[src/rtl/dct_pkg.sv]
// Shared widths, sample/coefficient types and the transform sign helper
// for the 4-point streaming transform controller.
package dct_pkg;

  localparam int DCT_N = 4;
  localparam int DT_W  = 8;
  localparam int DIR_W = 10;
  localparam int INV_W = 13;

  typedef logic signed [DT_W-1:0]  dt_t;
  typedef logic signed [DIR_W-1:0] dir_t;
  typedef logic signed [INV_W-1:0] inv_t;

  typedef dt_t  dt_vec_t  [DCT_N];
  typedef dir_t dir_vec_t [DCT_N];
  typedef inv_t inv_vec_t [DCT_N];

  // Sign of the 4-point Walsh-Hadamard kernel entry (row j, column k): 1 means negative.
  function automatic logic h_neg(input logic [1:0] j, input logic [1:0] k);
    return ^(j & k);
  endfunction

endpackage

[src/rtl/dct_stream_ctrl_if.sv]
// Sample input stream and coefficient/reconstruction output stream of the
// transform controller; master is the traffic source/sink, slave the controller.
interface dct_stream_ctrl_if
  import dct_pkg::*;
();

  logic  in_valid_i;
  logic  in_ready_o;
  dt_t   in_data_i;

  logic  out_valid_o;
  logic  out_ready_i;
  dir_t  out_dir_o;
  inv_t  out_inv_o;
  logic [1:0] out_idx_o;
  logic  out_last_o;

  modport master (
    output in_valid_i,
    output in_data_i,
    input  in_ready_o,
    input  out_valid_o,
    output out_ready_i,
    input  out_dir_o,
    input  out_inv_o,
    input  out_idx_o,
    input  out_last_o
  );

  modport slave (
    input  in_valid_i,
    input  in_data_i,
    output in_ready_o,
    output out_valid_o,
    input  out_ready_i,
    output out_dir_o,
    output out_inv_o,
    output out_idx_o,
    output out_last_o
  );

endinterface

[src/rtl/dct.sv]
// Combinational 4-point transform datapath: forward Walsh-Hadamard, x2
// renormalization, inverse Walsh-Hadamard (reconstruction equals 8*x).
module dct
  import dct_pkg::*;
(
  input  dt_vec_t  x,
  output dir_vec_t y,
  output inv_vec_t z
);

  inv_vec_t ren_s;

  // Forward transform, renormalization and inverse transform.
  always_comb begin
    for (int k = 0; k < DCT_N; k++) begin
      y[k]     = '0;
      z[k]     = '0;
      ren_s[k] = '0;
    end
    for (int k = 0; k < DCT_N; k++) begin
      for (int j = 0; j < DCT_N; j++) begin
        if (h_neg(2'(j), 2'(k))) begin
          y[k] = y[k] - dir_t'(x[j]);
        end else begin
          y[k] = y[k] + dir_t'(x[j]);
        end
      end
    end
    for (int k = 0; k < DCT_N; k++) begin
      ren_s[k] = inv_t'(y[k]) <<< 1'b1;
    end
    // The kernel is symmetric and squares to 4*I, so the same sign table inverts it.
    for (int j = 0; j < DCT_N; j++) begin
      for (int k = 0; k < DCT_N; k++) begin
        if (h_neg(2'(j), 2'(k))) begin
          z[j] = z[j] - ren_s[k];
        end else begin
          z[j] = z[j] + ren_s[k];
        end
      end
    end
  end

endmodule

[src/rtl/dct_stream_ctrl.sv]
// Packs signed samples into 4-sample blocks, transforms each full block and
// replays forward coefficients with reconstructed samples as a beat stream.
module dct_stream_ctrl
  import dct_pkg::*;
#(
  parameter int BLK_CNT_W = 16
) (
  input  logic                 clk_i,
  input  logic                 rst_i,
  input  logic                 flush_i,
  dct_stream_ctrl_if.slave     strm,
  output logic [BLK_CNT_W-1:0] blk_cnt_o
);

  logic [1:0]           wr_cnt_r;
  logic                 in_full_r;
  dt_vec_t              in_buf_r;
  dir_vec_t             dir_q_r;
  inv_vec_t             inv_q_r;
  logic                 out_busy_r;
  logic [1:0]           rd_idx_r;
  logic [BLK_CNT_W-1:0] blk_cnt_r;

  dir_vec_t dct_dir_s;
  inv_vec_t dct_inv_s;
  logic     accept_s;
  logic     beat_s;
  logic     drain_last_s;
  logic     xfer_s;

  dct u_dct (
    .x (in_buf_r),
    .y (dct_dir_s),
    .z (dct_inv_s)
  );

  // Handshake qualifiers; a pending block may refill the output bank on the last beat.
  always_comb begin
    accept_s     = strm.in_valid_i && !in_full_r;
    beat_s       = out_busy_r && strm.out_ready_i;
    drain_last_s = beat_s && (rd_idx_r == 2'd3);
    xfer_s       = in_full_r && (!out_busy_r || drain_last_s);
  end

  // Input bank fill: four accepts mark the block full until it is transferred.
  always_ff @(posedge clk_i or posedge rst_i) begin
    if (rst_i) begin
      wr_cnt_r  <= 2'd0;
      in_full_r <= 1'b0;
      for (int i = 0; i < DCT_N; i++) begin
        in_buf_r[i] <= '0;
      end
    end else if (flush_i) begin
      wr_cnt_r  <= 2'd0;
      in_full_r <= 1'b0;
    end else begin
      if (accept_s) begin
        in_buf_r[wr_cnt_r] <= strm.in_data_i;
        wr_cnt_r           <= wr_cnt_r + 2'd1;
        if (wr_cnt_r == 2'd3) begin
          in_full_r <= 1'b1;
        end
      end else if (xfer_s) begin
        in_full_r <= 1'b0;
      end
    end
  end

  // Output bank capture and beat sequencing.
  always_ff @(posedge clk_i or posedge rst_i) begin
    if (rst_i) begin
      out_busy_r <= 1'b0;
      rd_idx_r   <= 2'd0;
      for (int i = 0; i < DCT_N; i++) begin
        dir_q_r[i] <= '0;
        inv_q_r[i] <= '0;
      end
    end else if (flush_i) begin
      out_busy_r <= 1'b0;
      rd_idx_r   <= 2'd0;
    end else if (xfer_s) begin
      out_busy_r <= 1'b1;
      rd_idx_r   <= 2'd0;
      for (int i = 0; i < DCT_N; i++) begin
        dir_q_r[i] <= dct_dir_s[i];
        inv_q_r[i] <= dct_inv_s[i];
      end
    end else if (beat_s) begin
      rd_idx_r <= rd_idx_r + 2'd1;
      if (drain_last_s) begin
        out_busy_r <= 1'b0;
      end
    end
  end

  // Completed-block counter; flush leaves it untouched.
  always_ff @(posedge clk_i or posedge rst_i) begin
    if (rst_i) begin
      blk_cnt_r <= '0;
    end else if (!flush_i && drain_last_s) begin
      blk_cnt_r <= blk_cnt_r + BLK_CNT_W'(1);
    end
  end

  assign strm.in_ready_o  = !in_full_r;
  assign strm.out_valid_o = out_busy_r;
  assign strm.out_dir_o   = dir_q_r[rd_idx_r];
  assign strm.out_inv_o   = inv_q_r[rd_idx_r];
  assign strm.out_idx_o   = rd_idx_r;
  assign strm.out_last_o  = (rd_idx_r == 2'd3);
  assign blk_cnt_o        = blk_cnt_r;

endmodule
[src/flat_wrapper.sv]
// flat-port wrapper written by rule: the top's interface ports become plain ports
module dct_stream_ctrl_flat import dct_pkg::*;
#(
  parameter int BLK_CNT_W = 16
)
  (clk_i, rst_i, flush_i, blk_cnt_o, strm_in_valid_i, strm_in_data_i, strm_in_ready_o, strm_out_valid_o, strm_out_ready_i, strm_out_dir_o, strm_out_inv_o, strm_out_idx_o, strm_out_last_o);
  dct_stream_ctrl_if strm_i ();
  input  logic clk_i;
  input  logic rst_i;
  input  logic flush_i;
  output logic [BLK_CNT_W-1:0] blk_cnt_o;
  input wire logic [$bits(strm_i.in_valid_i)-1:0] strm_in_valid_i;
  input wire logic [$bits(strm_i.in_data_i)-1:0] strm_in_data_i;
  output wire logic [$bits(strm_i.in_ready_o)-1:0] strm_in_ready_o;
  output wire logic [$bits(strm_i.out_valid_o)-1:0] strm_out_valid_o;
  input wire logic [$bits(strm_i.out_ready_i)-1:0] strm_out_ready_i;
  output wire logic [$bits(strm_i.out_dir_o)-1:0] strm_out_dir_o;
  output wire logic [$bits(strm_i.out_inv_o)-1:0] strm_out_inv_o;
  output wire logic [$bits(strm_i.out_idx_o)-1:0] strm_out_idx_o;
  output wire logic [$bits(strm_i.out_last_o)-1:0] strm_out_last_o;
  assign strm_i.in_valid_i = strm_in_valid_i;
  assign strm_i.in_data_i = strm_in_data_i;
  assign strm_in_ready_o = strm_i.in_ready_o;
  assign strm_out_valid_o = strm_i.out_valid_o;
  assign strm_i.out_ready_i = strm_out_ready_i;
  assign strm_out_dir_o = strm_i.out_dir_o;
  assign strm_out_inv_o = strm_i.out_inv_o;
  assign strm_out_idx_o = strm_i.out_idx_o;
  assign strm_out_last_o = strm_i.out_last_o;
  dct_stream_ctrl #(.BLK_CNT_W(BLK_CNT_W)) u_core (.clk_i(clk_i), .rst_i(rst_i), .flush_i(flush_i), .strm(strm_i), .blk_cnt_o(blk_cnt_o));
endmodule
[config.mk]
export PLATFORM = sky130hd
export DESIGN_NAME = dct_stream_ctrl_flat
export DESIGN_NICKNAME = d
export VERILOG_FILES = /design/src/rtl/dct_pkg.sv /design/src/rtl/dct_stream_ctrl_if.sv /design/src/rtl/dct.sv /design/src/rtl/dct_stream_ctrl.sv /design/src/flat_wrapper.sv
export SDC_FILE = /design/constraint.sdc
export NUM_CORES = 1
export LEC_CHECK = 0
export CAP_MARGIN = 30
export CORE_UTILIZATION = 35
export CTS_BUF_LIST = sky130_fd_sc_hd__clkbuf_8
export DETAILED_ROUTE_END_ITERATION = 8
export SETUP_SLACK_MARGIN = 0.1
export SLEW_MARGIN = 20
export SYNTH_ARGS = -nofsm -noshare
export SYNTH_HDL_FRONTEND = slang
export SYNTH_HIERARCHICAL = 1
export SYNTH_SLANG_ARGS = --single-unit
[constraint.sdc]
create_clock -name clk_i -period 7.6 [get_ports clk_i]
set_input_delay 1.9 -clock clk_i [delete_from_list [all_inputs] [get_ports clk_i]]
set_output_delay 1.9 -clock clk_i [all_outputs]
set_load 0.02 [all_outputs]
==> flow_results.xml, run 1 <==
<?xml version="1.0" encoding="UTF-8"?>
<metrics>
  <group name="status">
    <metric name="status" unit="">complete, no violations</metric>
  </group>
  <group name="grt">
    <metric name="number_of_global_route_vias_before_repair" unit="">9114</metric>
    <metric name="grt_start_max_net_pins" unit="">96</metric>
    <metric name="global_routing_usage_on_met2" unit="%">25.5</metric>
    <metric name="groute.layer.met1.usage" unit="%">21.2</metric>
    <metric name="gr_peak_layer" unit="">met2</metric>
    <metric name="grt_util_all_layers" unit="%">15.6</metric>
    <metric name="grt_use_met3" unit="%">2.63</metric>
    <metric name="grt_pass1_wl" unit="mm">47.5</metric>
    <metric name="grt_antenna_before_repair" unit="">0</metric>
    <metric name="grt_overflow_total" unit="">0</metric>
  </group>
  <group name="setup_path">
    <metric name="reg2regPathDepth" unit="">28</metric>
    <metric name="worstPathArrival" unit="ns">7.34</metric>
    <metric name="critPathSlowestCell" unit="">sky130_fd_sc_hd__fa_1</metric>
    <metric name="regToRegEndpoint" unit="">u_core/inv_q_r[11]$_DFFE_PP0P_</metric>
    <metric name="reg2reg_slack" unit="ns">0.62</metric>
    <metric name="delay_heaviest_family_cp" unit="">adder cells</metric>
    <metric name="worst_ep_required_time" unit="ns">7.96</metric>
    <metric name="crit_buf_inv" unit="">4</metric>
    <metric name="max_stage_delay" unit="ns">0.58</metric>
    <metric name="worstPathMaxFanout" unit="">6</metric>
    <metric name="worst_r2r_startpoint" unit="">u_core/in_buf_r[16]$_DFFE_PP0P_</metric>
    <metric name="start_kind" unit="">flip-flop</metric>
    <metric name="critical_path_class" unit="">reg2reg</metric>
    <metric name="crit_path_end_kind" unit="">flip-flop</metric>
  </group>
  <group name="routing">
    <metric name="ant_nets" unit="">0</metric>
    <metric name="via_count" unit="">8759</metric>
    <metric name="wl" unit="mm">29.0</metric>
    <metric name="detail_route.wl_per_cell" unit="um">16.1</metric>
    <metric name="firstDrtPassIters" unit="">5</metric>
    <metric name="drc" unit="">0</metric>
    <metric name="detail_route.iter0.violations" unit="">338</metric>
    <metric name="detail_route.vias_per_cell" unit="">4.87</metric>
  </group>
  <group name="clock_network">
    <metric name="post-cts-setup-buffer-count" unit="">0</metric>
    <metric name="number_of_gates_given_a_new_drive_strength_after_cts" unit="">0</metric>
    <metric name="cts-root-buf" unit="">sky130_fd_sc_hd__clkbuf_8</metric>
    <metric name="clock_tree_from_tritoncts" unit="">done</metric>
    <metric name="hold_buffers" unit="">0</metric>
    <metric name="cts.sinks" unit="">146</metric>
    <metric name="clock_tree.buffer_depth" unit="">2</metric>
    <metric name="cts_made_buffers" unit="">17</metric>
    <metric name="path_clk_slew" unit="ns">0.08</metric>
    <metric name="clk-insertion-delay-late" unit="ns">0.48</metric>
    <metric name="ctsHtreeMaxLevel" unit="">4</metric>
  </group>
  <group name="timing">
    <metric name="final.min_clock_period" unit="ns">6.98</metric>
    <metric name="max_slew_margin" unit="%">52.0</metric>
    <metric name="layout_setup_ws" unit="ns">0.619</metric>
    <metric name="timing_max_transition_violations_final" unit="">0</metric>
    <metric name="min_period_over_period" unit="%">91.9</metric>
    <metric name="finalSetupViolations" unit="">0</metric>
    <metric name="max_freq" unit="MHz">143</metric>
    <metric name="report.final.hold_viol_count" unit="">0</metric>
    <metric name="rsz0062_at_grt" unit="">false</metric>
    <metric name="finalSetupTns" unit="ns">0</metric>
    <metric name="worst_slew_pin_slew" unit="ns">0.710</metric>
    <metric name="timing.clock.skew" unit="ns">0.0128</metric>
  </group>
  <group name="placed_design">
    <metric name="hpwl" unit="mm">23.3</metric>
    <metric name="place.gp.congestion" unit="">0.855</metric>
    <metric name="portBuffers" unit="">56</metric>
    <metric name="dpl_worst_slack" unit="ns">0.765</metric>
  </group>
  <group name="die">
    <metric name="die_area" unit="sq mm">0.0394</metric>
    <metric name="start_util" unit="%">35.7</metric>
    <metric name="placement_rows" unit="">71</metric>
    <metric name="core_area" unit="sq mm">0.0378</metric>
    <metric name="chip_width" unit="um">198</metric>
    <metric name="io-pin-count" unit="">57</metric>
    <metric name="die_h" unit="um">198</metric>
  </group>
  <group name="finish">
    <metric name="area_growth_syn_to_layout" unit="%">10.3</metric>
    <metric name="finish.net_count" unit="">1495</metric>
    <metric name="fillers" unit="">3756</metric>
    <metric name="antenna_cells" unit="">0</metric>
    <metric name="drive_gt1_share" unit="%">16.0</metric>
  </group>
  <group name="synth">
    <metric name="edff_count_synth" unit="">0</metric>
    <metric name="syn-cell-area" unit="sq mm">0.0135</metric>
    <metric name="synth.lib_cells_used.distinct" unit="">76</metric>
    <metric name="synthCells" unit="">1226</metric>
    <metric name="ys.flop_type" unit="">sky130_fd_sc_hd__dfrtp_1</metric>
    <metric name="synthesis.yosys.warnings" unit="">6</metric>
    <metric name="share_of_flip_flops_with_an_asynchronous_set_or_reset_after_synthesis" unit="%">100</metric>
    <metric name="yosys_register_bits" unit="">146</metric>
    <metric name="synth.yosys.seq_area_share" unit="%">27.1</metric>
    <metric name="syn_avg_cell_area" unit="sq um">11.0</metric>
  </group>
  <group name="hold_path">
    <metric name="worstHoldStart" unit="">u_core/blk_cnt_o[15]$_DFFE_PP0P_</metric>
    <metric name="min_delay_path_depth" unit="">1</metric>
    <metric name="path_type_of_the_worst_min_delay_path" unit="">reg2reg</metric>
    <metric name="worst_hold_path.endpoint" unit="">u_core/blk_cnt_o[15]$_DFFE_PP0P_</metric>
  </group>
  <group name="flow_run">
    <metric name="timing.max_cap.violations" unit="">0</metric>
  </group>
</metrics>
[area by class of cell]
class / count / area (sq um) / area share [%]
multi-input cells: 888 / 8940 / 60.0
repair buffers: 62 / 646 / 4.34
clock inverters: 11 / 111 / 0.748
clock buffers: 21 / 289 / 1.94
flip-flops and latches: 146 / 3650 / 24.5
inverters: 161 / 609 / 4.09
well taps: 511 / 639 / 4.29
[Yosys cell counts (all sizes together) (4+ instances only)]
cell type | number | area, sq um
o21bai | 8 | 60.1
or2 | 8 | 50.1
o211ai | 5 | 37.5
nand2b | 18 | 113
a31oi | 4 | 25.0
mux2 | 126 | 1720
o21a | 10 | 75.1
a21boi | 6 | 48.8
o21ai | 41 | 205
nor2 | 47 | 179
fa | 84 | 1680
dfrtp | 146 | 3650
nor4 | 8 | 62.6
nor3 | 22 | 110
ha | 122 | 1530
o31a | 9 | 78.8
nand2 | 32 | 120
and3 | 9 | 56.3
o41ai | 4 | 35.0
a211oi | 7 | 65.1
a21o | 13 | 98.9
xnor2 | 73 | 647
nor2b | 21 | 131
a21oi | 73 | 369
nand4 | 5 | 37.5
xor2 | 39 | 342
mux4 | 23 | 518
clkbuf | 9 | 33.8
nand3 | 12 | 60.1
buf | 25 | 283
and2 | 9 | 56.3
inv | 161 | 604
[metal layers]
metal | up-vias | routed length, um
met5 | - | 0
met4 | 0 | 405
met3 | 29 | 837
met2 | 110 | 13700
met1 | 4353 | 14100
li1 | 4267 | -
[placed cells by master, fill, tap and decap left out, drive strengths merged, types with 22 or more instances in the layout]
| cell type | count |
|---|---|
| inv | 163 |
| dfrtp | 146 |
| mux2 | 126 |
| ha | 122 |
| fa | 84 |
| xnor2 | 73 |
| a21oi | 73 |
| clkdlybuf4s50 | 56 |
| nor2 | 47 |
| o21ai | 41 |
| xor2 | 39 |
| nand2 | 32 |
| mux4 | 23 |
| nor3 | 22 |
[registers in the layout, summed over array words and instances, names as in the netlist]
signal,cells
u_core/strm.out_idx_o,2
u_core/inv_q_r,52
u_core/in_buf_r,32
u_core/wr_cnt_r,2
u_core/dir_q_r,40
u_core/in_full_r,1
u_core/strm.out_valid_o,1
u_core/blk_cnt_o,16
[through the flow]
step	area [sq um]	cells	hold slack (ns)	util, %
final	14900	1800	0.469	39.3
after global routing	14900	1800	0.495	39.3
after CTS	14900	1799	0.471	39.3
after detailed placement	14500	1767	0.456	38.2
after global placement	14400	1766	0.458	38.1
after floorplan	13500	1229	0.475	-
[logic make-up after synthesis]
| family | share of synthesized area (%) |
|---|---|
| other | 0.0278 |
| buffers and inverters | 6.82 |
| and+or+nand+nor | 8.52 |
| AOI/OAI and AO/OA | 9.68 |
| muxes | 16.8 |
| xor gates and xnor gates | 7.32 |
| adders and majority gates | 23.8 |
| DFF | 27.1 |
[how the worst max path moves through the flow]
stage	from	to	cells past startpoint
2_1_floorplan	u_core/in_buf_r[16]$_DFFE_PP0P_	u_core/inv_q_r[11]$_DFFE_PP0P_	29
3_3_place_gp	u_core/in_buf_r[16]$_DFFE_PP0P_	u_core/inv_q_r[11]$_DFFE_PP0P_	27
3_5_place_dp	u_core/in_buf_r[16]$_DFFE_PP0P_	u_core/inv_q_r[11]$_DFFE_PP0P_	27
4_1_cts	u_core/in_buf_r[16]$_DFFE_PP0P_	u_core/inv_q_r[11]$_DFFE_PP0P_	27
5_1_grt	u_core/in_buf_r[16]$_DFFE_PP0P_	u_core/inv_q_r[11]$_DFFE_PP0P_	28
6_report	u_core/in_buf_r[16]$_DFFE_PP0P_	u_core/inv_q_r[11]$_DFFE_PP0P_	28
Power of run 1 is not shown: default switching activity piles up to over one toggle a cycle in this logic, so the estimate is an artifact.
==> inputs of run 2 (changes only) <==
--- a/config.mk
+++ b/config.mk
@@ -13,5 +13,4 @@
 export SLEW_MARGIN = 20
 export SYNTH_ARGS = -nofsm -noshare
 export SYNTH_HDL_FRONTEND = slang
-export SYNTH_HIERARCHICAL = 1
 export SYNTH_SLANG_ARGS = --single-unit
==> flow_results.xml, run 2 <==
<?xml version="1.0" encoding="UTF-8"?>
<metrics>
  <group name="synth">
    <metric name="main_combinational_cell_family_by_area_after_synthesis" unit="">adder cells</metric>
    <metric name="synthAdderAreaFrac" unit="%">24.8</metric>
    <metric name="syn_avg_cell_area" unit="sq um">9.29</metric>
    <metric name="synth_area_leaders" unit="">sky130_fd_sc_hd__dfrtp_1 (28%), sky130_fd_sc_hd__fa_1 (13%), sky130_fd_sc_hd__ha_1 (12%)</metric>
    <metric name="ys.flop_type" unit="">sky130_fd_sc_hd__dfrtp_1</metric>
    <metric name="synth.lib_cells_used.distinct" unit="">66</metric>
    <metric name="synth.yosys.seq_area_share" unit="%">27.5</metric>
    <metric name="synth.area.mux_share" unit="%">5.86</metric>
    <metric name="syn-cell-area" unit="sq mm">0.0128</metric>
    <metric name="synth_nets" unit="">1598</metric>
    <metric name="share_of_flip_flops_with_an_asynchronous_set_or_reset_after_synthesis" unit="%">100</metric>
    <metric name="synth.largest_area_cell" unit="">sky130_fd_sc_hd__dfrtp_1</metric>
    <metric name="synthesis.yosys.warnings" unit="">0</metric>
    <metric name="synthDominantCellAreaShare" unit="%">27.5</metric>
    <metric name="synthCells" unit="">1381</metric>
    <metric name="yosys_register_bits" unit="">141</metric>
    <metric name="netlist_top_cells_count" unit="">sky130_fd_sc_hd__inv_1 (182), sky130_fd_sc_hd__nand2_1 (145), sky130_fd_sc_hd__dfrtp_1 (141)</metric>
    <metric name="synth_xor_xnor_area_share" unit="%">7.15</metric>
    <metric name="synth_compound_area_share" unit="%">15.0</metric>
    <metric name="synth_simple_gate_area_share" unit="%">12.8</metric>
    <metric name="edff_count_synth" unit="">0</metric>
    <metric name="dominant_cell_by_count_in_the_synthesized_netlist" unit="">sky130_fd_sc_hd__inv_1</metric>
  </group>
  <group name="routing">
    <metric name="detail_route.wl_per_cell" unit="um">15.9</metric>
    <metric name="ant_nets" unit="">0</metric>
    <metric name="detail_route.iter0.violations" unit="">473</metric>
    <metric name="drc" unit="">1</metric>
    <metric name="detail_route.vias_per_cell" unit="">4.99</metric>
    <metric name="wl" unit="mm">30.0</metric>
    <metric name="via_count" unit="">9442</metric>
    <metric name="firstDrtPassIters" unit="">9</metric>
  </group>
  <group name="hold_path">
    <metric name="worstHoldStart" unit="">u_core.inv_q_r[33]$_DFFE_PP0P_</metric>
    <metric name="min_delay_path_depth" unit="">2</metric>
    <metric name="worst_hold_path.endpoint" unit="">u_core.inv_q_r[33]$_DFFE_PP0P_</metric>
    <metric name="path_type_of_the_worst_min_delay_path" unit="">reg2reg</metric>
  </group>
  <group name="placed_design">
    <metric name="place.gp.congestion" unit="">0.930</metric>
    <metric name="placedInstanceArea" unit="sq mm">0.0138</metric>
    <metric name="portBuffers" unit="">55</metric>
    <metric name="hpwl" unit="mm">23.9</metric>
    <metric name="numPlacedInstances" unit="">1857</metric>
  </group>
  <group name="timing">
    <metric name="max_freq" unit="MHz">144</metric>
    <metric name="max_slew_margin" unit="%">41.3</metric>
    <metric name="finalSetupViolations" unit="">0</metric>
    <metric name="timing_max_transition_violations_final" unit="">0</metric>
    <metric name="min_period_over_period" unit="%">91.3</metric>
    <metric name="timing.clock.skew" unit="ns">0.0181</metric>
    <metric name="worst_slew_pin_slew" unit="ns">0.879</metric>
    <metric name="finalHoldWorstSlack" unit="ns">0.481</metric>
    <metric name="finalSetupTns" unit="ns">0</metric>
    <metric name="rsz0062_at_grt" unit="">false</metric>
    <metric name="report.final.hold_viol_count" unit="">0</metric>
    <metric name="final.min_clock_period" unit="ns">6.94</metric>
  </group>
  <group name="status">
    <metric name="status" unit="">finished with violations</metric>
    <metric name="failed_checks" unit="">design-rule violations</metric>
  </group>
  <group name="clock_network">
    <metric name="cts_made_buffers" unit="">17</metric>
    <metric name="cts-root-buf" unit="">sky130_fd_sc_hd__clkbuf_8</metric>
    <metric name="clock_tree.buffer_depth" unit="">2</metric>
    <metric name="clk-insertion-delay-late" unit="ns">0.48</metric>
    <metric name="path_clk_slew" unit="ns">0.09</metric>
    <metric name="clock_tree_from_tritoncts" unit="">done</metric>
    <metric name="cts.sinks" unit="">141</metric>
    <metric name="ctsHtreeMaxLevel" unit="">4</metric>
  </group>
  <group name="finish">
    <metric name="fillers" unit="">3554</metric>
    <metric name="layout_top_registers" unit="">u_core.inv_q_r x48, u_core.dir_q_r x39, u_core.in_buf_r x32</metric>
    <metric name="finish.net_count" unit="">1636</metric>
    <metric name="mostFrequentLayoutCells" unit="">sky130_fd_sc_hd__inv_1 (182), sky130_fd_sc_hd__nand2_1 (145), sky130_fd_sc_hd__dfrtp_1 (140), sky130_fd_sc_hd__ha_1 (119), sky130_fd_sc_hd__o21ai_0 (109)</metric>
    <metric name="largest_register_ff_count" unit="">48</metric>
    <metric name="post_layout_nonfiller_instances" unit="">1893</metric>
    <metric name="register_with_the_most_flip_flops" unit="">u_core.inv_q_r</metric>
    <metric name="drive_gt1_share" unit="%">7.19</metric>
    <metric name="area_growth_syn_to_layout" unit="%">11.6</metric>
    <metric name="postLayoutCellArea" unit="sq mm">0.0143</metric>
    <metric name="layout.cells.most_common" unit="">sky130_fd_sc_hd__inv_1</metric>
    <metric name="antenna_cells" unit="">0</metric>
  </group>
  <group name="die">
    <metric name="die_area" unit="sq mm">0.0374</metric>
    <metric name="io-pin-count" unit="">57</metric>
    <metric name="die_h" unit="um">193</metric>
    <metric name="placement_rows" unit="">69</metric>
    <metric name="chip_width" unit="um">193</metric>
    <metric name="start_util" unit="%">35.8</metric>
    <metric name="core_area" unit="sq mm">0.0358</metric>
  </group>
  <group name="flow_run">
    <metric name="timing.max_cap.violations" unit="">0</metric>
  </group>
  <group name="setup_path">
    <metric name="critical_path.most_common_cell" unit="">sky130_fd_sc_hd__inv_1</metric>
    <metric name="reg2reg_slack" unit="ns">0.66</metric>
    <metric name="worst_ep_required_time" unit="ns">7.96</metric>
    <metric name="worst_r2r_startpoint" unit="">u_core.in_buf_r[17]$_DFFE_PP0P_</metric>
    <metric name="worstPathMaxFanout" unit="">8</metric>
    <metric name="regToRegEndpoint" unit="">u_core.inv_q_r[24]$_DFFE_PP0P_</metric>
    <metric name="crit_path_end_kind" unit="">flip-flop</metric>
    <metric name="max_stage_delay" unit="ns">0.51</metric>
    <metric name="critical_path_class" unit="">reg2reg</metric>
    <metric name="start_kind" unit="">flip-flop</metric>
    <metric name="crit_buf_inv" unit="">6</metric>
    <metric name="delay_heaviest_family_cp" unit="">adder cells</metric>
    <metric name="reg2regPathDepth" unit="">30</metric>
    <metric name="worstPathArrival" unit="ns">7.29</metric>
    <metric name="critPathSlowestCell" unit="">sky130_fd_sc_hd__or4_1</metric>
  </group>
  <group name="grt">
    <metric name="grt_start_max_net_pins" unit="">101</metric>
    <metric name="grt_overflow_total" unit="">0</metric>
    <metric name="grt_pass1_wl" unit="mm">50.1</metric>
    <metric name="number_of_global_route_vias_before_repair" unit="">9647</metric>
    <metric name="grt_antenna_before_repair" unit="">0</metric>
    <metric name="grt_util_all_layers" unit="%">16.7</metric>
  </group>
</metrics>
-- run 2: routing by layer --
metal	wire length, um	part of all wire (%)	track usage (%)	vias to the layer above
li1	-	-	-	4703
met1	14400	48	22.3	4569
met2	14300	48	28.2	132
met3	658	2.2	2.13	38
met4	655	2.2	5.45	0
met5	0	0	0	-
-- run 2: cell type report --
cell class / instances / area (sq um) / share of cell area, %
Clock buffer: 19 / 262 / 1.83
Inverter: 182 / 688 / 4.80
Sequential cell: 141 / 3530 / 24.6
Tap cell: 461 / 577 / 4.03
Multi-Input combinational cell: 1014 / 8480 / 59.2
Timing Repair Buffer: 63 / 643 / 4.49
Clock inverter: 13 / 141 / 0.987
-- run 2: how the worst max path moves through the flow --
stage,startpoint,endpoint,slack [ns],cells past startpoint
after floorplan,u_core.in_buf_r[16]$_DFFE_PP0P_,u_core.inv_q_r[24]$_DFFE_PP0P_,1.12,28
after global placement,u_core.in_buf_r[16]$_DFFE_PP0P_,u_core.inv_q_r[24]$_DFFE_PP0P_,0.45,28
after detailed placement,u_core.in_buf_r[16]$_DFFE_PP0P_,u_core.inv_q_r[24]$_DFFE_PP0P_,0.35,28
after CTS,u_core.in_buf_r[16]$_DFFE_PP0P_,u_core.inv_q_r[24]$_DFFE_PP0P_,0.28,28
after global routing,u_core.in_buf_r[17]$_DFFE_PP0P_,u_core.inv_q_r[24]$_DFFE_PP0P_,0.11,30
final,u_core.in_buf_r[17]$_DFFE_PP0P_,u_core.inv_q_r[24]$_DFFE_PP0P_,0.66,30
-- run 2: repair_timing --
action / in CTS / in global routing
endpoints found under the setup margin: 0 / 3
resized for setup: 0 / 11
endpoints found under the hold margin: 0 / 0
buffers inserted: 0 / 2
hold buffers: 0 / 0
-- run 2: cell families (layout without fill, tap and decap cells) --
kind of cell | after synthesis | after routing
buffers and inverters | 226 | 277
xor gates and xnor gates | 103 | 103
adders and majority gates | 204 | 204
other | 2 | 2
and+or+nand+nor | 352 | 352
muxes | 47 | 47
DFF | 141 | 141
AOI/OAI and AO/OA | 306 | 306
-- run 2: worst min-delay path: stages, from the launching register on --
cell and delay, ns:
sky130_fd_sc_hd__dfrtp_1 0.35, sky130_fd_sc_hd__nand2_1 0.04, sky130_fd_sc_hd__o21ai_0 0.06
-- run 2: stage by stage --
| stage | util (%) | setup WS [ns] |
|---|---|---|
| 4_1_cts | 39.7 | 0.284 |
| 3_5_place_dp | 38.6 | 0.351 |
| 5_1_grt | 40.0 | 0.106 |
| 3_3_place_gp | 38.6 | 0.451 |
| 2_1_floorplan | - | 1.12 |
| 6_report | 40.0 | 0.664 |
Power of run 2 is left out for the same reason.
==> inputs of run 3 (changes only) <==
--- a/config.mk
+++ b/config.mk
@@ -6,9 +6,10 @@
 export NUM_CORES = 1
 export LEC_CHECK = 0
 export CAP_MARGIN = 30
-export CORE_UTILIZATION = 35
+export CORE_UTILIZATION = 55
 export CTS_BUF_LIST = sky130_fd_sc_hd__clkbuf_8
 export DETAILED_ROUTE_END_ITERATION = 8
+export PLACE_DENSITY = 0.73
 export SETUP_SLACK_MARGIN = 0.1
 export SLEW_MARGIN = 20
 export SYNTH_ARGS = -nofsm -noshare
==> flow_results.xml, run 3 (same netlist as run 2, synthesis figures left out) <==
<?xml version="1.0" encoding="UTF-8"?>
<metrics>
  <group name="hold_path">
    <metric name="worst_hold_path.endpoint" unit="">u_core.blk_cnt_o[15]$_DFFE_PP0P_</metric>
    <metric name="path_type_of_the_worst_min_delay_path" unit="">reg2reg</metric>
    <metric name="min_delay_path_depth" unit="">1</metric>
    <metric name="worstHoldStart" unit="">u_core.blk_cnt_o[15]$_DFFE_PP0P_</metric>
  </group>
  <group name="setup_path">
    <metric name="crit_buf_inv" unit="">5</metric>
    <metric name="critical_path_class" unit="">reg2reg</metric>
    <metric name="delay_heaviest_family_cp" unit="">adder cells</metric>
    <metric name="critPathSlowestCell" unit="">sky130_fd_sc_hd__fa_1</metric>
    <metric name="worstPathArrival" unit="ns">7.37</metric>
    <metric name="critical_path.most_common_cell" unit="">sky130_fd_sc_hd__inv_1</metric>
    <metric name="reg2reg_slack" unit="ns">0.59</metric>
    <metric name="regToRegEndpoint" unit="">u_core.inv_q_r[24]$_DFFE_PP0P_</metric>
    <metric name="worst_ep_required_time" unit="ns">7.96</metric>
    <metric name="max_stage_delay" unit="ns">0.54</metric>
    <metric name="worst_r2r_startpoint" unit="">u_core.in_buf_r[17]$_DFFE_PP0P_</metric>
    <metric name="reg2regPathDepth" unit="">29</metric>
    <metric name="start_kind" unit="">flip-flop</metric>
    <metric name="worstPathMaxFanout" unit="">8</metric>
    <metric name="crit_path_end_kind" unit="">flip-flop</metric>
  </group>
  <group name="placed_design">
    <metric name="hpwl" unit="mm">22.2</metric>
    <metric name="portBuffers" unit="">55</metric>
    <metric name="place.gp.congestion" unit="">0.900</metric>
  </group>
  <group name="clock_network">
    <metric name="path_clk_slew" unit="ns">0.08</metric>
    <metric name="ctsHtreeMaxLevel" unit="">4</metric>
    <metric name="hold_buffers" unit="">0</metric>
    <metric name="cts-root-buf" unit="">sky130_fd_sc_hd__clkbuf_8</metric>
    <metric name="cts.sinks" unit="">141</metric>
    <metric name="cts_made_buffers" unit="">17</metric>
    <metric name="clock_tree_from_tritoncts" unit="">done</metric>
    <metric name="clock_tree.buffer_depth" unit="">2</metric>
    <metric name="clk-insertion-delay-late" unit="ns">0.47</metric>
  </group>
  <group name="timing">
    <metric name="rsz0062_at_grt" unit="">false</metric>
    <metric name="max_slew_margin" unit="%">44.4</metric>
    <metric name="report.final.hold_viol_count" unit="">0</metric>
    <metric name="min_period_over_period" unit="%">92.2</metric>
    <metric name="max_freq" unit="MHz">143</metric>
    <metric name="final.min_clock_period" unit="ns">7.01</metric>
    <metric name="timing_max_transition_violations_final" unit="">0</metric>
    <metric name="worst_slew_pin_slew" unit="ns">0.834</metric>
    <metric name="timing.clock.skew" unit="ns">0.0167</metric>
    <metric name="finalSetupTns" unit="ns">0</metric>
    <metric name="finalSetupViolations" unit="">0</metric>
  </group>
  <group name="finish">
    <metric name="largest_register_ff_count" unit="">48</metric>
    <metric name="layout.cells.most_common" unit="">sky130_fd_sc_hd__inv_1</metric>
    <metric name="sequential_cell_area" unit="sq mm">0.00353</metric>
    <metric name="fillers" unit="">1901</metric>
    <metric name="mostFrequentLayoutCells" unit="">sky130_fd_sc_hd__inv_1 (181), sky130_fd_sc_hd__nand2_1 (145), sky130_fd_sc_hd__dfrtp_1 (141), sky130_fd_sc_hd__ha_1 (119), sky130_fd_sc_hd__o21ai_0 (109)</metric>
    <metric name="area_growth_syn_to_layout" unit="%">9.67</metric>
    <metric name="finish.net_count" unit="">1634</metric>
    <metric name="layout_top_registers" unit="">u_core.inv_q_r x48, u_core.dir_q_r x39, u_core.in_buf_r x32</metric>
    <metric name="multiInputGateArea" unit="sq mm">0.00849</metric>
    <metric name="antenna_cells" unit="">0</metric>
    <metric name="register_with_the_most_flip_flops" unit="">u_core.inv_q_r</metric>
    <metric name="drive_gt1_share" unit="%">6.93</metric>
  </group>
  <group name="grt">
    <metric name="grt_pass1_wl" unit="mm">47.5</metric>
    <metric name="grt_overflow_total" unit="">0</metric>
    <metric name="grt_antenna_before_repair" unit="">0</metric>
    <metric name="grt_util_all_layers" unit="%">25.2</metric>
    <metric name="grt_start_max_net_pins" unit="">96</metric>
    <metric name="number_of_global_route_vias_before_repair" unit="">9672</metric>
  </group>
  <group name="status">
    <metric name="status" unit="">complete, no violations</metric>
  </group>
  <group name="routing">
    <metric name="firstDrtPassIters" unit="">5</metric>
    <metric name="detail_route.iter0.violations" unit="">416</metric>
    <metric name="via_count" unit="">9561</metric>
    <metric name="ant_nets" unit="">0</metric>
    <metric name="wl" unit="mm">28.3</metric>
    <metric name="detail_route.vias_per_cell" unit="">5.49</metric>
    <metric name="detail_route.wl_per_cell" unit="um">16.2</metric>
    <metric name="drc" unit="">0</metric>
  </group>
  <group name="die">
    <metric name="placement_rows" unit="">55</metric>
    <metric name="chip_width" unit="um">155</metric>
    <metric name="start_util" unit="%">56.3</metric>
    <metric name="core_area" unit="sq mm">0.0228</metric>
    <metric name="die_area" unit="sq mm">0.0239</metric>
    <metric name="io-pin-count" unit="">57</metric>
    <metric name="die_h" unit="um">155</metric>
  </group>
  <group name="flow_run">
    <metric name="timing.max_cap.violations" unit="">0</metric>
  </group>
</metrics>
[run 3: cell count changes in the layout (fill, tap and decap cells not counted), sizes merged]
cell    delta
buf        -2
bufinv     -1
clkbuf     +1
inv        -2
[run 3: worst max-delay path by stage]
| stage | cells after the start | start | to | slack, ns |
|---|---|---|---|---|
| finish | 29 | u_core.in_buf_r[17]$_DFFE_PP0P_ | u_core.inv_q_r[24]$_DFFE_PP0P_ | 0.59 |
| global route | 28 | u_core.in_buf_r[16]$_DFFE_PP0P_ | u_core.inv_q_r[24]$_DFFE_PP0P_ | 0.13 |
| CTS | 28 | u_core.in_buf_r[16]$_DFFE_PP0P_ | u_core.inv_q_r[24]$_DFFE_PP0P_ | 0.17 |
| detailed placement | 28 | u_core.in_buf_r[16]$_DFFE_PP0P_ | u_core.inv_q_r[24]$_DFFE_PP0P_ | 0.28 |
| global placement | 28 | u_core.in_buf_r[16]$_DFFE_PP0P_ | u_core.inv_q_r[24]$_DFFE_PP0P_ | 0.52 |
| floorplan | 28 | u_core.in_buf_r[16]$_DFFE_PP0P_ | u_core.inv_q_r[24]$_DFFE_PP0P_ | 1.12 |
[run 3: area by class of cell]
type | count | share of cell area, %
Clock buffer | 20 | 1.96
Clock inverter | 10 | 0.649
Tap cell | 313 | 2.78
Inverter | 182 | 4.89
Timing Repair Buffer | 61 | 4.32
Sequential cell | 141 | 25.1
Multi-Input combinational cell | 1014 | 60.3
[run 3: per-layer routing]
metal / vias to the layer above / global-route usage [%] / share of wire (%)
li1: 4688 / - / -
met1: 4653 / 33.0 / 47
met2: 165 / 42.9 / 48
met3: 55 / 3.25 / 2.4
met4: 0 / 8.91 / 2.7
met5: - / 0 / 0
[run 3: what timing repair did]
item | CTS | global route
setup buffers | 0 | 0
setup endpoints to repair | 0 | 6
resized for setup | 0 | 11
[run 3: worst register-to-register path, delay by kind of cell (launching register included)]
family,cells,cell delay [ns]
AO/OA/AOI/OAI,9,1.71
XOR/XNOR,2,0.47
adder cells (fa/ha/maj),6,2.34
buffers and inverters,5,0.46
flip-flops,1,0.45
multiplexers,1,0.28
AND/OR/NAND/NOR,6,1.20
[run 3: per-stage QoR]
stage	instances	utilization [%]	worst slack [ns]	hold slack (ns)	area (sq um)
finish	1741	61.8	0.590	0.469	14100
global route	1741	61.8	0.130	0.490	14100
CTS	1740	61.5	0.170	0.474	14000
detailed placement	1710	59.9	0.276	0.456	13600
global placement	1710	59.9	0.520	0.451	13600
floorplan	1381	-	1.12	0.433	12800
Power of run 3 is left out for the same reason.
